==> src/rtl/cache_pkg.sv <==
// Shared cache definitions: write-back FSM states, word width, default
// line geometry and the line-address compare used by both the victim
// buffer lookup and the cache tag path.
package cache_pkg;

   typedef enum logic [1:0] {IDLE, ADDR, DATA, RESP} wb_state_e;

   localparam int WORD_W         = 32;
   localparam int LINE_WORDS_DEF = 4;
   localparam int LINE_OFF_W     = $clog2(LINE_WORDS_DEF * 4);
   localparam int BEAT_W         = $clog2(LINE_WORDS_DEF);

   // True when two byte addresses fall in the same line. Addresses are
   // zero-extended to 64 bits by the caller so one helper serves any width.
   function automatic logic line_match(input logic [63:0] a,
                                       input logic [63:0] b,
                                       input int unsigned off_w);
      return (a >> off_w) == (b >> off_w);
   endfunction

endpackage

==> src/rtl/victim_wb_buffer.sv <==
// victim_wb_buffer: single-entry write-back buffer for dirty victim lines.
// Accepts one evicted line, then drains it as an address phase,
// LINE_WORDS data beats and a write response.
//
// Ports:
//   clock, reset                 clock, synchronous active-high reset
//   push_valid/ready/addr/data   victim line from the replacement logic
//   aw_valid/ready/addr/len      write address channel
//   w_valid/ready/data/strb/last write data channel
//   b_valid/ready                write response channel (code ignored)
//   lk_addr/lk_hit/lk_data       lookup of the buffered line
//   busy                         entry occupied
//
// Build option: VICTIM_BYPASS_EN builds the lookup comparator and word mux;
// without it lk_hit/lk_data are tied to 0 and the cache must stall misses
// to the victim line while busy is high.
import cache_pkg::*;

module victim_wb_buffer #(
   parameter int LINE_WORDS = 4,
   parameter int ADDR_W     = 32
) (
   input  logic                       clock,
   input  logic                       reset,
   input  logic                       push_valid,
   output logic                       push_ready,
   input  logic [ADDR_W-1:0]          push_addr,
   input  logic [LINE_WORDS*32-1:0]   push_data,
   output logic                       aw_valid,
   input  logic                       aw_ready,
   output logic [ADDR_W-1:0]          aw_addr,
   output logic [7:0]                 aw_len,
   output logic                       w_valid,
   input  logic                       w_ready,
   output logic [31:0]                w_data,
   output logic [3:0]                 w_strb,
   output logic                       w_last,
   input  logic                       b_valid,
   output logic                       b_ready,
   input  logic [ADDR_W-1:0]          lk_addr,
   output logic                       lk_hit,
   output logic [31:0]                lk_data,
   output logic                       busy
);

   localparam int L_OFF_W  = $clog2(LINE_WORDS * 4);
   localparam int L_BEAT_W = $clog2(LINE_WORDS);
   localparam logic [L_BEAT_W-1:0] LAST_BEAT = L_BEAT_W'(LINE_WORDS - 1);
   localparam logic [L_BEAT_W-1:0] PENULT    = L_BEAT_W'(LINE_WORDS - 2);

   wb_state_e                          state;
   logic [L_BEAT_W-1:0]                cnt;
   logic [ADDR_W-1:0]                  line_addr;
   logic [LINE_WORDS-1:0][WORD_W-1:0]  line_data;

   // Offset bits of the pushed address are forced to zero on capture.
   logic unused_push;
   assign unused_push = ^push_addr[L_OFF_W-1:0];

   assign aw_addr = line_addr;
   assign aw_len  = 8'(LINE_WORDS - 1);
   assign w_data  = line_data[cnt];
   assign w_strb  = 4'hf;

   always_ff @(posedge clock) begin
      if (reset) begin
         state      <= IDLE;
         cnt        <= '0;
         push_ready <= 1'b1;
         aw_valid   <= 1'b0;
         w_valid    <= 1'b0;
         w_last     <= 1'b0;
         b_ready    <= 1'b0;
         busy       <= 1'b0;
      end else begin
         case (state)
            IDLE: if (push_valid) begin
               line_addr  <= {push_addr[ADDR_W-1:L_OFF_W], L_OFF_W'(0)};
               line_data  <= push_data;
               busy       <= 1'b1;
               push_ready <= 1'b0;
               aw_valid   <= 1'b1;
               state      <= ADDR;
            end
            ADDR: if (aw_ready) begin
               aw_valid <= 1'b0;
               w_valid  <= 1'b1;
               cnt      <= '0;
               w_last   <= (LINE_WORDS == 1);
               state    <= DATA;
            end
            DATA: if (w_ready) begin
               if (cnt == LAST_BEAT) begin
                  w_valid <= 1'b0;
                  w_last  <= 1'b0;
                  b_ready <= 1'b1;
                  cnt     <= '0;
                  state   <= RESP;
               end else begin
                  cnt    <= cnt + 1'b1;
                  // w_last is registered, so it is set one beat ahead
                  w_last <= (cnt == PENULT);
               end
            end
            RESP: if (b_valid) begin
               b_ready    <= 1'b0;
               busy       <= 1'b0;
               push_ready <= 1'b1;
               state      <= IDLE;
            end
            default: state <= IDLE;
         endcase
      end
   end

`ifdef VICTIM_BYPASS_EN
   logic [L_BEAT_W-1:0] lk_word;
   logic                unused_lk;
   assign unused_lk = ^lk_addr[1:0];
   assign lk_word   = lk_addr[L_OFF_W-1:2];
   assign lk_hit    = busy && (state != IDLE) &&
                      line_match(64'(lk_addr), 64'(line_addr), L_OFF_W);
   assign lk_data   = lk_hit ? line_data[lk_word] : '0;
`else
   logic unused_lk;
   assign unused_lk = ^lk_addr;
   assign lk_hit    = 1'b0;
   assign lk_data   = '0;
`endif

endmodule

==> config.mk <==
export PLATFORM = sky130hd
export DESIGN_NAME = victim_wb_buffer
export DESIGN_NICKNAME = d
export VERILOG_FILES = /design/src/rtl/cache_pkg.sv /design/src/rtl/victim_wb_buffer.sv
export SDC_FILE = /design/constraint.sdc
export NUM_CORES = 1
export LEC_CHECK = 0
export ABC_AREA = 0
export BUFFER_PORTS_ARGS = -buffer_cell sky130_fd_sc_hd__buf_2
export CAP_MARGIN = 20
export CORE_MARGIN = 3
export CORE_UTILIZATION = 46
export CTS_CLUSTER_DIAMETER = 150
export DETAILED_ROUTE_END_ITERATION = 10
export GPL_ROUTABILITY_DRIVEN = 0
export PLACE_DENSITY_LB_ADDON = 0.15
export SYNTH_ARGS = -nofsm -noshare
export SYNTH_HDL_FRONTEND = slang
export SYNTH_SLANG_ARGS = --single-unit
==> constraint.sdc <==
create_clock -name clock -period 8.93 [get_ports clock]
set_input_delay 0.893 -clock clock [delete_from_list [all_inputs] [get_ports clock]]
set_output_delay 0.893 -clock clock [all_outputs]
set_load 0.02 [all_outputs]
After elaboration in Yosys (flattened, before gate mapping)

Cells that the tools add are included.
Widths: inputs -> output; s select.

$add $sub $neg: 1
Order comparisons: 1
Equal/unequal tests: 10
Mux-type cells: 30
Bitwise operators: 1
Reductions and logical operators: 12

Operators by type and width:

| operator            | number |
|---|---|
| $bmux 32 s2         | 1 |
| $mux 32             | 1 |
| $mux 2              | 8 |
| $mux 1              | 12 |
| $pmux 1 s2          | 6 |
| $reduce_and 3->1    | 4 |
| $ne 2x2->1 const B  | 5 |
| $eq 2x2->1 const B  | 4 |
| $pmux 2 s4          | 1 |
| $reduce_and 4->1    | 2 |
| $reduce_bool 2->1   | 4 |
| $reduce_and 5->1    | 1 |
| $pmux 2 s2          | 1 |
| $lt 2x3->1 const B  | 1 |
| $add 2x1->2 const B | 1 |
| $eq 2x1->1 const B  | 1 |
| $logic_not 2->1     | 1 |
| $not 1->1           | 1 |

Bits in registers: 166
Output and inout bits: 115
Logic and storage cells: 68

Longest topological paths before layout

Gate-level depths: netlist of the first run.

Word-level depth: 4
Mapped depth: 6
Gate-level depth less buffers: 6

Worst setup path after synthesis of the first run

No wires, ideal clock.

Kind: input to register
From: input reset
To: register line_addr[10] (netlist: aw_addr[10]) (enable)
Library setup time: 0.673 ns
Arrival time: 7.610 ns
Path slack: 0.647 ns
Stages: 2
Path buffers: 1
Path through: clkbuf_1 nor2_1

Word-level cells in the longest chain between the ends: 2

Ends and longest elaborated chain:

| what                              | line                   | text |
|---|---|---|
| start, declared                   | victim_wb_buffer.sv:24 | `input logic reset,` |
| $not 1->1 (no source line)        | --                     |  |
| $reduce_and 3->1 (no source line) | --                     |  |
| end signal, assigned              | victim_wb_buffer.sv:78 | `line_addr <= {push_addr[ADDR_W-1:L_OFF_W], L_OFF_W'(0)};` |
| end, declared                     | victim_wb_buffer.sv:53 | `logic [ADDR_W-1:0] line_addr;` |

No other way between the ends.
A chain may end at the register's enable or synchronous reset.

Final worst setup path of the first run

From: register cnt[0]
To: output w_data[26]

Word-level cells in the longest chain between the ends: 2

Ends and longest elaborated chain:

| what                          | line                    | text |
|---|---|---|
| start, declared               | victim_wb_buffer.sv:52  | `logic [L_BEAT_W-1:0] cnt;` |
| start signal, assigned        | victim_wb_buffer.sv:100 | `cnt <= cnt + 1'b1;` |
| $bmux 32 s2                   | victim_wb_buffer.sv:62  | `assign w_data = line_data[cnt];` |
| $mux 32 (not written as such) | victim_wb_buffer.sv:62  |  |
| end, declared                 | victim_wb_buffer.sv:35  | `output logic [31:0] w_data,` |

No other way between the ends. The select of a mux whose other input is x is not followed.

==> flow_metrics.env, run 1 <==
export IMPL_status="completed"
export IMPL_seq_area_frac_synth=0.746
export IMPL_critPathMaxStageDelay_ns=0.65
export IMPL_crit_arrival_ns=2.33
export IMPL_die_h_um=125
export IMPL_syn_area_um2=6550
export IMPL_grt_pass1_wl_um=20000
export IMPL_post_cts_resized=0
export IMPL_ir_worst_vdd_v=0.000139
export IMPL_synth_area_leader_cell="edfxtp_1"
export IMPL_grt_ovfl_total=0
export IMPL_maxCapViolCount=0
export IMPL_ant_nets=0
export IMPL_crit_path_max_fanout=20
export IMPL_numCtsBuffers=17
export IMPL_rows=42
export IMPL_yosys_top_cells_area="edfxtp_1 (72%), mux4_1 (10%), buf_4 (5.6%), dfxtp_1 (3.1%), mux4_2 (2.1%)"
export IMPL_cts_tree="done"
export IMPL_hold_violations=0
export IMPL_min_to="w_last"
export IMPL_fin_crit_ns=3.22
export IMPL_max_slew_margin=0.356
export IMPL_finalSetupViolCount=0
export IMPL_rsz0062_at_grt="no"
export IMPL_skew_ns=0.00850
export IMPL_die_area_um2=15700
export IMPL_slew_violations=0
export IMPL_routed_wl_um=13100
export IMPL_ys_ff_latch=166
export IMPL_tightestPinTransition_ns=0.965
export IMPL_syn_inst=315
export IMPL_coreArea_um2=13600
export IMPL_p_total_mw=2.15
export IMPL_critPathKind="flip-flop to primary output"
export IMPL_syn_avg_cell_area_um2=20.8
export IMPL_hp_start="w_last"
export IMPL_period_share=0.361
export IMPL_crit_slowest_cell="dfxtp_2"
export IMPL_fmax_mhz=310
export IMPL_synthDistinctLibCells=34
export IMPL_cts_hold_buf=0
export IMPL_layout_nets=758
export IMPL_crit_path_end_kind="primary output"
export IMPL_area_growth_synth_to_final_pct=25.3
export IMPL_drive_gt1_frac=0.487
export IMPL_dpl_cell_area_um2=7660
export IMPL_h_tree_depth=4
export IMPL_final_core_util=0.605
export IMPL_stdcell_area_um2=8200
export IMPL_ctsLongestPathBuffers=2
export IMPL_clkSlewWorstSetupHoldPaths_ns=0.06
export IMPL_antenna_found_initial=4
export IMPL_grt_pass1_vias=3796
export IMPL_io_pins=313
export IMPL_rr_endpoint="line_data[84]"
export IMPL_grt_max_degree=81
export IMPL_place_detailed_hpwl_um=9540
export IMPL_initial_core_util=0.483
export IMPL_synth_top_cell_area_share=0.715
export IMPL_reg2reg_depth=6
export IMPL_fill_cells=1036
export IMPL_worst_slack_ns=5.71
export IMPL_dp_worst_setup_slack_ns=5.59
export IMPL_root_buffer="clkbuf_16"
export IMPL_r2r_start="state[1]"
export IMPL_place_inst=710
export IMPL_cts_sinks=166
export IMPL_crit_chain="buf_4, mux4_1, buf_2"
export IMPL_yosys_warnings=0
export IMPL_die_w_um=125
export IMPL_vias=3570
export IMPL_postCtsSetupRepairBufs=0
export IMPL_holdCritPathClass="flip-flop to flip-flop"
export IMPL_io_buffers=227
export IMPL_holdPathStages=2
export IMPL_instances_no_fill=744
export IMPL_crit_path_start_kind="flip-flop"
export IMPL_leakagePower_nw=3.25
export IMPL_first_pass_iters=4
export IMPL_vias_per_cell=4.80
export IMPL_setup_tns_final_ns=0
export IMPL_ff2ff_setup_slack_ns=5.88
export IMPL_holdWs_ns=0.492
export IMPL_powerDensity_nw_per_um2=262
export IMPL_required_ns=8.04
export IMPL_drc_errors=0
export IMPL_grt_total_usage=0.170
export IMPL_drt_iter0_drc=107
export IMPL_insertion_delay_ns=0.42
export IMPL_routedWlPerCell_um=17.6
## power breakdown
group / total (mW) / switching (mW) / internal [mW] / leakage [nW]
clock: 0.662 / 0.283 / 0.379 / 0.251
combinational: 0.456 / 0.280 / 0.175 / 1.47
sequential: 1.03 / 0.0400 / 0.990 / 1.53
total: 2.15 / 0.603 / 1.54 / 3.25
## sequential cells by signal (all words and copies together), names as in the netlist
register / count
w_last: 1
aw_addr: 28
b_ready: 1
state: 2
busy: 1
cnt: 2
line_data: 128
w_valid: 1
aw_valid: 1
push_ready: 1
## metal layers
layer  part of all wire  GRT usage  vias to the layer above
li1                   -          -                     1650
met1               0.36      0.186                     1699
met2               0.52      0.292                      196
met3              0.095     0.0746                       23
met4              0.026     0.0708                        2
met5             0.0015          0                        -
## critical path, delay by kind of cell (launching register included)
| family | cells | cell delay [ns] |
|---|---|---|
| flops | 1 | 0.65 |
| mux | 1 | 0.61 |
| buf+inv | 2 | 0.64 |
## Yosys cell counts, drive strengths merged
master / n
o21bai: 1
nand3: 2
o21a: 1
clkbuf: 2
o221a: 1
nand4b: 1
dfxtp: 10
buf: 56
and3: 1
nand2: 3
conb: 2
mux2: 1
nor2: 8
edfxtp: 156
and2: 1
a21oi: 11
mux4: 32
inv: 7
ha: 7
o31ai: 1
or4: 1
nand2b: 2
or3: 1
a2111oi: 1
a211oi: 1
o21ai: 4
a32oi: 1
## cell families (layout without fill, tap and decap cells)
logic type,Yosys count,count (layout),share of synthesized area
DFF,166,166,0.746
buffers and inverters,65,268,0.0732
muxes,33,33,0.127
AOI/OAI and AO/OA,22,22,0.0237
and+or+nand+nor,20,20,0.0159
adders and majority gates,7,7,0.0134
other,2,52,0.00115
## worst max-delay path by stage
stage | start | end | slack, ns | depth (start not counted)
3_5_place_dp | reset | line_data[84] | 5.59 | 4
4_1_cts | cnt[0] | w_data[26] | 5.63 | 3
2_1_floorplan | reset | aw_addr[10] | 0.65 | 2
6_report | cnt[0] | w_data[26] | 5.71 | 3
5_1_grt | cnt[0] | w_data[26] | 5.56 | 3
3_3_place_gp | reset | line_data[116] | 5.67 | 4
## area by class of cell
| cell class | instances | area [um2] | area share |
|---|---|---|---|
| inverter | 7 | 26.3 | 0.00320 |
| multi-input combinational | 131 | 1370 | 0.167 |
| timing repair buffer | 230 | 1160 | 0.141 |
| clock buffer | 18 | 429 | 0.0523 |
| clock inverter | 13 | 108 | 0.0131 |
| sequential | 166 | 4890 | 0.596 |
| antenna | 3 | 7.51 | 0.000915 |
| tap | 176 | 220 | 0.0268 |
## cells in the final DEF (no fill, tap or decap), drive strengths merged, types with 2 or more instances in the layout
cell type,instances
diode,3
nand2,3
inv,9
clkinv,6
a21oi,11
conb,49
mux4,32
buf,230
dfxtp,10
nand2b,2
clkinvlp,4
nand3,2
edfxtp,156
nor2,8
o21ai,4
clkbuf,18
ha,7
No activity file was read; power rests on OpenSTA's default activity.
==> run 2: changes to the inputs <==
--- a/config.mk
+++ b/config.mk
@@ -5,11 +5,11 @@
 export SDC_FILE = /design/constraint.sdc
 export NUM_CORES = 1
 export LEC_CHECK = 0
-export ABC_AREA = 0
+export ABC_AREA = 1
 export BUFFER_PORTS_ARGS = -buffer_cell sky130_fd_sc_hd__buf_2
 export CAP_MARGIN = 20
 export CORE_MARGIN = 3
-export CORE_UTILIZATION = 46
+export CORE_UTILIZATION = 42
 export CTS_CLUSTER_DIAMETER = 150
 export DETAILED_ROUTE_END_ITERATION = 10
 export GPL_ROUTABILITY_DRIVEN = 0
==> constraint.sdc (replaced) <==
create_clock -name clock -period 2.9 [get_ports clock]
set_input_delay 0.29 -clock clock [delete_from_list [all_inputs] [get_ports clock]]
set_output_delay 0.29 -clock clock [all_outputs]
set_load 0.02 [all_outputs]
==> flow_metrics.env, run 2 <==
export IMPL_holdCritPathClass="primary input to flip-flop"
export IMPL_power_frac_clock=0.310
export IMPL_drc_errors=0
export IMPL_routed_wl_um=14700
export IMPL_die_w_um=131
export IMPL_drt_iter0_drc=234
export IMPL_vias_per_cell=4.79
export IMPL_rr_endpoint="line_data[59]"
export IMPL_grt_pass1_vias=4116
export IMPL_worstSetupStartpoint="cnt[0]"
export IMPL_largest_reg_flops=128
export IMPL_grt_total_usage=0.169
export IMPL_pwr_share_comb=0.236
export IMPL_die_h_um=131
export IMPL_holdWs_ns=0.0432
export IMPL_ff2ff_setup_slack_ns=1.09
export IMPL_ant_nets=0
export IMPL_crit_path_max_fanout=66
export IMPL_required_ns=2.61
export IMPL_powerDensity_nw_per_um2=827
export IMPL_cts_sinks=166
export IMPL_dpl_cell_area_um2=7720
export IMPL_seq_area_frac_synth=0.746
export IMPL_finalSetupViolCount=0
export IMPL_tightestPinTransition_ns=0.695
export IMPL_ys_ff_latch=166
export IMPL_period_share=0.816
export IMPL_yosys_warnings=0
export IMPL_switching_share=0.312
export IMPL_drive_gt1_frac=0.383
export IMPL_slew_violations=0
export IMPL_status="completed"
export IMPL_hp_start="push_addr[10]"
export IMPL_io_buffers=227
export IMPL_routedWlPerCell_um=16.2
export IMPL_area_growth_synth_to_final_pct=26.3
export IMPL_post_cts_resized=0
export IMPL_rsz0062_at_grt="no"
export IMPL_leakagePower_nw=3.40
export IMPL_p_int_mw=4.71
export IMPL_setup_tns_final_ns=0
export IMPL_skew_ns=0.00913
export IMPL_fmax_mhz=422
export IMPL_coreArea_um2=15200
export IMPL_synth_top_flop_cell="edfxtp_1"
export IMPL_insertion_delay_ns=0.42
export IMPL_hold_violations=0
export IMPL_ir_worst_vdd_v=0.000462
export IMPL_multi_input_area_um2=1300
export IMPL_crit_chain="buf_4, o21ai_0, o22ai_1, buf_2"
export IMPL_fill_cells=1346
export IMPL_largest_register="line_data"
export IMPL_seq_power_share=0.454
export IMPL_crit_end="w_data[2]"
export IMPL_crit_slowest_cell="buf_4"
export IMPL_first_pass_iters=4
export IMPL_io_pins=313
export IMPL_stdcell_area_um2=8270
export IMPL_synthDistinctLibCells=22
export IMPL_reg2reg_depth=5
export IMPL_vias=4357
export IMPL_postCtsSetupRepairBufs=0
export IMPL_max_slew_margin=0.537
export IMPL_fin_crit_ns=2.37
export IMPL_syn_area_um2=6550
export IMPL_cts_tree="done"
export IMPL_synthArstFlopShare=0
export IMPL_crit_path_start_kind="flip-flop"
export IMPL_clkSlewWorstSetupHoldPaths_ns=0.07
export IMPL_syn_inst=478
export IMPL_synth_top_cell_area_share=0.715
export IMPL_p_total_mw=6.84
export IMPL_numCtsBuffers=17
export IMPL_ctsLongestPathBuffers=2
export IMPL_synth_edff_count=156
export IMPL_die_area_um2=17100
export IMPL_layout_nets=914
export IMPL_grt_ovfl_total=0
export IMPL_layout_commonest_cell="buf_2"
export IMPL_antenna_found_initial=1
export IMPL_post_synth_top_count_cell="edfxtp_1"
export IMPL_synth_area_leader_cell="edfxtp_1"
export IMPL_final_core_util=0.544
export IMPL_crit_arrival_ns=2.08
export IMPL_grt_pass1_wl_um=21400
export IMPL_yosys_top_cells_area="edfxtp_1 (72%), buf_4 (5.6%), o21ai_0 (4.4%), nor2_1 (4.2%), dfxtp_1 (3.1%)"
export IMPL_synthTopCellsByCount="edfxtp_1 (156), nor2_1 (74), o21ai_0 (58), buf_4 (49), o22ai_1 (32)"
export IMPL_syn_avg_cell_area_um2=13.7
export IMPL_root_buffer="clkbuf_16"
export IMPL_h_tree_depth=4
export IMPL_rows=45
export IMPL_final_cell_mix="buf_2 (227), edfxtp_1 (156), nor2_1 (74)"
export IMPL_cts_hold_buf=0
export IMPL_critPathMaxStageDelay_ns=0.53
export IMPL_grt_max_degree=85
export IMPL_maxCapViolCount=0
export IMPL_critPathKind="flip-flop to primary output"
export IMPL_p_switching_mw=2.13
export IMPL_place_detailed_hpwl_um=10100
export IMPL_initial_core_util=0.431
export IMPL_crit_path_end_kind="primary output"
export IMPL_r2r_start="state[1]"
export IMPL_regArea_um2=4890
run 2: cell count changes after synthesis, moves of 11 or more:
cell	before	now
inv_1	6	17
mux4_1	26	0
nand2_1	3	20
nor2_1	8	74
o21ai_0	3	58
o22ai_1	0	32
run 2: final cells by class:
| cell class | count | share of cell area |
|---|---|---|
| Sequential cell | 166 | 0.591 |
| Multi-Input combinational cell | 271 | 0.157 |
| Timing Repair Buffer | 234 | 0.148 |
| Clock buffer | 18 | 0.0519 |
| Tap cell | 188 | 0.0284 |
| Clock inverter | 13 | 0.0145 |
| Inverter | 19 | 0.00862 |
| Antenna cell | 1 | 0.000303 |
run 2: through the flow:
step	cells	setup slack, ns
3_5_place_dp	878	0.970
6_report	910	0.533
2_1_floorplan	525	-1.86
4_1_cts	909	0.508
3_3_place_gp	878	1.04
5_1_grt	910	0.418
run 2: kinds of logic (layout without fill, tap and decap cells):
group | after synthesis | after routing | share of synthesized area
adder cells (fa/ha/maj) | 7 | 7 | 0.0134
flip-flops | 166 | 166 | 0.746
AND/OR/NAND/NOR | 108 | 108 | 0.0652
other | 2 | 50 | 0.00115
AO/OA/AOI/OAI | 107 | 107 | 0.0881
buffers and inverters | 88 | 284 | 0.0864
run 2: worst min path at each step:
stage	to	slack [ns]	depth (start not counted)
6_report	aw_addr[10]	0.04	1
3_3_place_gp	aw_valid	0.45	2
2_1_floorplan	b_ready	0.36	1
4_1_cts	line_data[84]	0.02	1
3_5_place_dp	b_ready	0.46	2
5_1_grt	line_data[32]	0.02	1
run 2: worst max-delay path: cells and delay by family, from the launching register on:
family,cells,cell delay [ns]
AOI/OAI and AO/OA,2,0.51
DFF,1,0.33
buffers and inverters,2,0.76
run 2: metal layers:
metal  vias to the layer above  global-route usage  part of all wire
met3                        17              0.0846              0.11
met2                       205               0.270              0.49
met4                         0              0.0575             0.019
met1                      2047               0.199              0.38
li1                       2088                   -                 -
met5                         -                   0                 0
run 2: power groups by stage:
stage / clock network [mW] / registers [mW] / logic (mW)
4_1_cts: 2.17 / 3.11 / 1.64
3_3_place_gp: 0 / 3.14 / 1.61
2_1_floorplan: 0 / 3.26 / 1.04
5_1_grt: 2.28 / 3.13 / 1.78
6_report: 2.12 / 3.10 / 1.61
3_5_place_dp: 0 / 3.16 / 1.63
==> run 3: changes to the inputs <==
--- a/config.mk
+++ b/config.mk
@@ -9,7 +9,7 @@
 export BUFFER_PORTS_ARGS = -buffer_cell sky130_fd_sc_hd__buf_2
 export CAP_MARGIN = 20
 export CORE_MARGIN = 3
-export CORE_UTILIZATION = 42
+export CORE_UTILIZATION = 46
 export CTS_CLUSTER_DIAMETER = 150
 export DETAILED_ROUTE_END_ITERATION = 10
 export GPL_ROUTABILITY_DRIVEN = 0
==> constraint.sdc (replaced) <==
create_clock -name clock -period 2.3 [get_ports clock]
set_input_delay 0.23 -clock clock [delete_from_list [all_inputs] [get_ports clock]]
set_output_delay 0.23 -clock clock [all_outputs]
set_load 0.02 [all_outputs]
==> flow_metrics.env, run 3 (same netlist as run 2, synthesis figures left out) <==
export IMPL_status="completed"
export IMPL_cts_tree="done"
export IMPL_antenna_found_initial=2
export IMPL_grt_pass1_vias=5488
export IMPL_post_cts_resized=0
export IMPL_required_ns=2.07
export IMPL_grt_pass1_wl_um=28100
export IMPL_p_total_mw=8.94
export IMPL_period_share=0.897
export IMPL_h_tree_depth=4
export IMPL_stdcell_area_um2=9840
export IMPL_crit_path_max_fanout=19
export IMPL_first_pass_iters=8
export IMPL_fill_cells=893
export IMPL_vias=5158
export IMPL_rsz0062_at_grt="no"
export IMPL_drt_iter0_drc=379
export IMPL_die_area_um2=15700
export IMPL_fin_crit_ns=2.06
export IMPL_coreArea_um2=13600
export IMPL_crit_arrival_ns=1.83
export IMPL_worst_slack_ns=0.236
export IMPL_grt_max_degree=92
export IMPL_ant_nets=0
export IMPL_initial_core_util=0.483
export IMPL_numCtsBuffers=17
export IMPL_setup_tns_final_ns=0
export IMPL_largest_register="line_data"
export IMPL_dpl_cell_area_um2=7710
export IMPL_layout_nets=1073
export IMPL_holdCritPathClass="primary input to flip-flop"
export IMPL_drive_gt1_frac=0.316
export IMPL_io_pins=313
export IMPL_dp_worst_setup_slack_ns=0.551
export IMPL_layout_commonest_cell="buf_2"
export IMPL_leakagePower_nw=4.05
export IMPL_clkSlewWorstSetupHoldPaths_ns=0.06
export IMPL_largest_reg_flops=128
export IMPL_rows=42
export IMPL_hold_violations=0
export IMPL_routedWlPerCell_um=17.0
export IMPL_area_growth_synth_to_final_pct=50.3
export IMPL_finalSetupViolCount=0
export IMPL_crit_path_start_kind="flip-flop"
export IMPL_grt_total_usage=0.230
export IMPL_cts_sinks=166
export IMPL_slew_violations=0
export IMPL_powerDensity_nw_per_um2=909
export IMPL_routed_wl_um=18000
export IMPL_ir_worst_vdd_v=0.000585
export IMPL_die_w_um=125
export IMPL_final_cell_mix="buf_2 (227), edfxtp_1 (156), dlygate4sd3_1 (156)"
export IMPL_grt_ovfl_total=0
export IMPL_root_buffer="clkbuf_16"
export IMPL_maxCapViolCount=0
export IMPL_vias_per_cell=4.88
export IMPL_fmax_mhz=485
export IMPL_drc_errors=0
export IMPL_place_detailed_hpwl_um=10300
export IMPL_die_h_um=125
export IMPL_io_buffers=227
export IMPL_skew_ns=0.0103
export IMPL_critPathKind="flip-flop to primary output"
export IMPL_crit_path_end_kind="primary output"
export IMPL_ctsLongestPathBuffers=2
export IMPL_insertion_delay_ns=0.42
-- run 3: area by class of cell --
type	instances	area [um2]	area share
clock buffer	18	429	0.0436
multi-input combinational	271	1300	0.132
antenna	2	5.00	0.000508
timing repair buffer	393	2800	0.284
inverter	19	71.3	0.00725
sequential	166	4890	0.497
clock inverter	13	133	0.0135
tap	176	220	0.0224
-- run 3: worst paths after layout --
kind | startpoint | to | slack, ns | cells after the start
max reg2reg | state[1] | line_data[109] | 0.54 | 5
min reg2reg | w_last | w_last | 0.46 | 2
min | push_valid | aw_valid | 0.09 | 3
max | cnt[1] | w_data[7] | 0.24 | 6
-- run 3: through the flow --
step	hold slack (ns)	util	std cells
floorplan	0.299	-	525
global placement	0.406	0.569	869
detailed placement	0.408	0.569	869
CTS	0.0757	0.726	1056
global route	0.0997	0.726	1058
finish	0.0948	0.726	1058
-- run 3: worst max-delay path, cell delays in order, from the launching register on --
cell and delay (ns):
dfxtp_1 0.31, buf_4 0.18, inv_1 0.08, buf_4 0.25
o21ai_0 0.15, o22ai_1 0.22, buf_2 0.22
-- run 3: power by group --
group | internal, mW | switching, mW | total [mW]
clock network | 1.58 | 1.14 | 2.72
logic | 0.813 | 1.48 | 2.29
registers | 3.80 | 0.130 | 3.93
-- run 3: repair_timing --
action / in CTS / in global routing
hold buffers: 156 / 0
endpoints found under the hold margin: 156 / 0
setup buffers: 0 / 0
-- run 3: layer usage --
metal	track usage	vias up	share of wire
met5	0	-	0
met4	0.103	0	0.028
met3	0.0580	39	0.070
met2	0.419	273	0.55
met1	0.254	2441	0.36
li1	-	2405	-
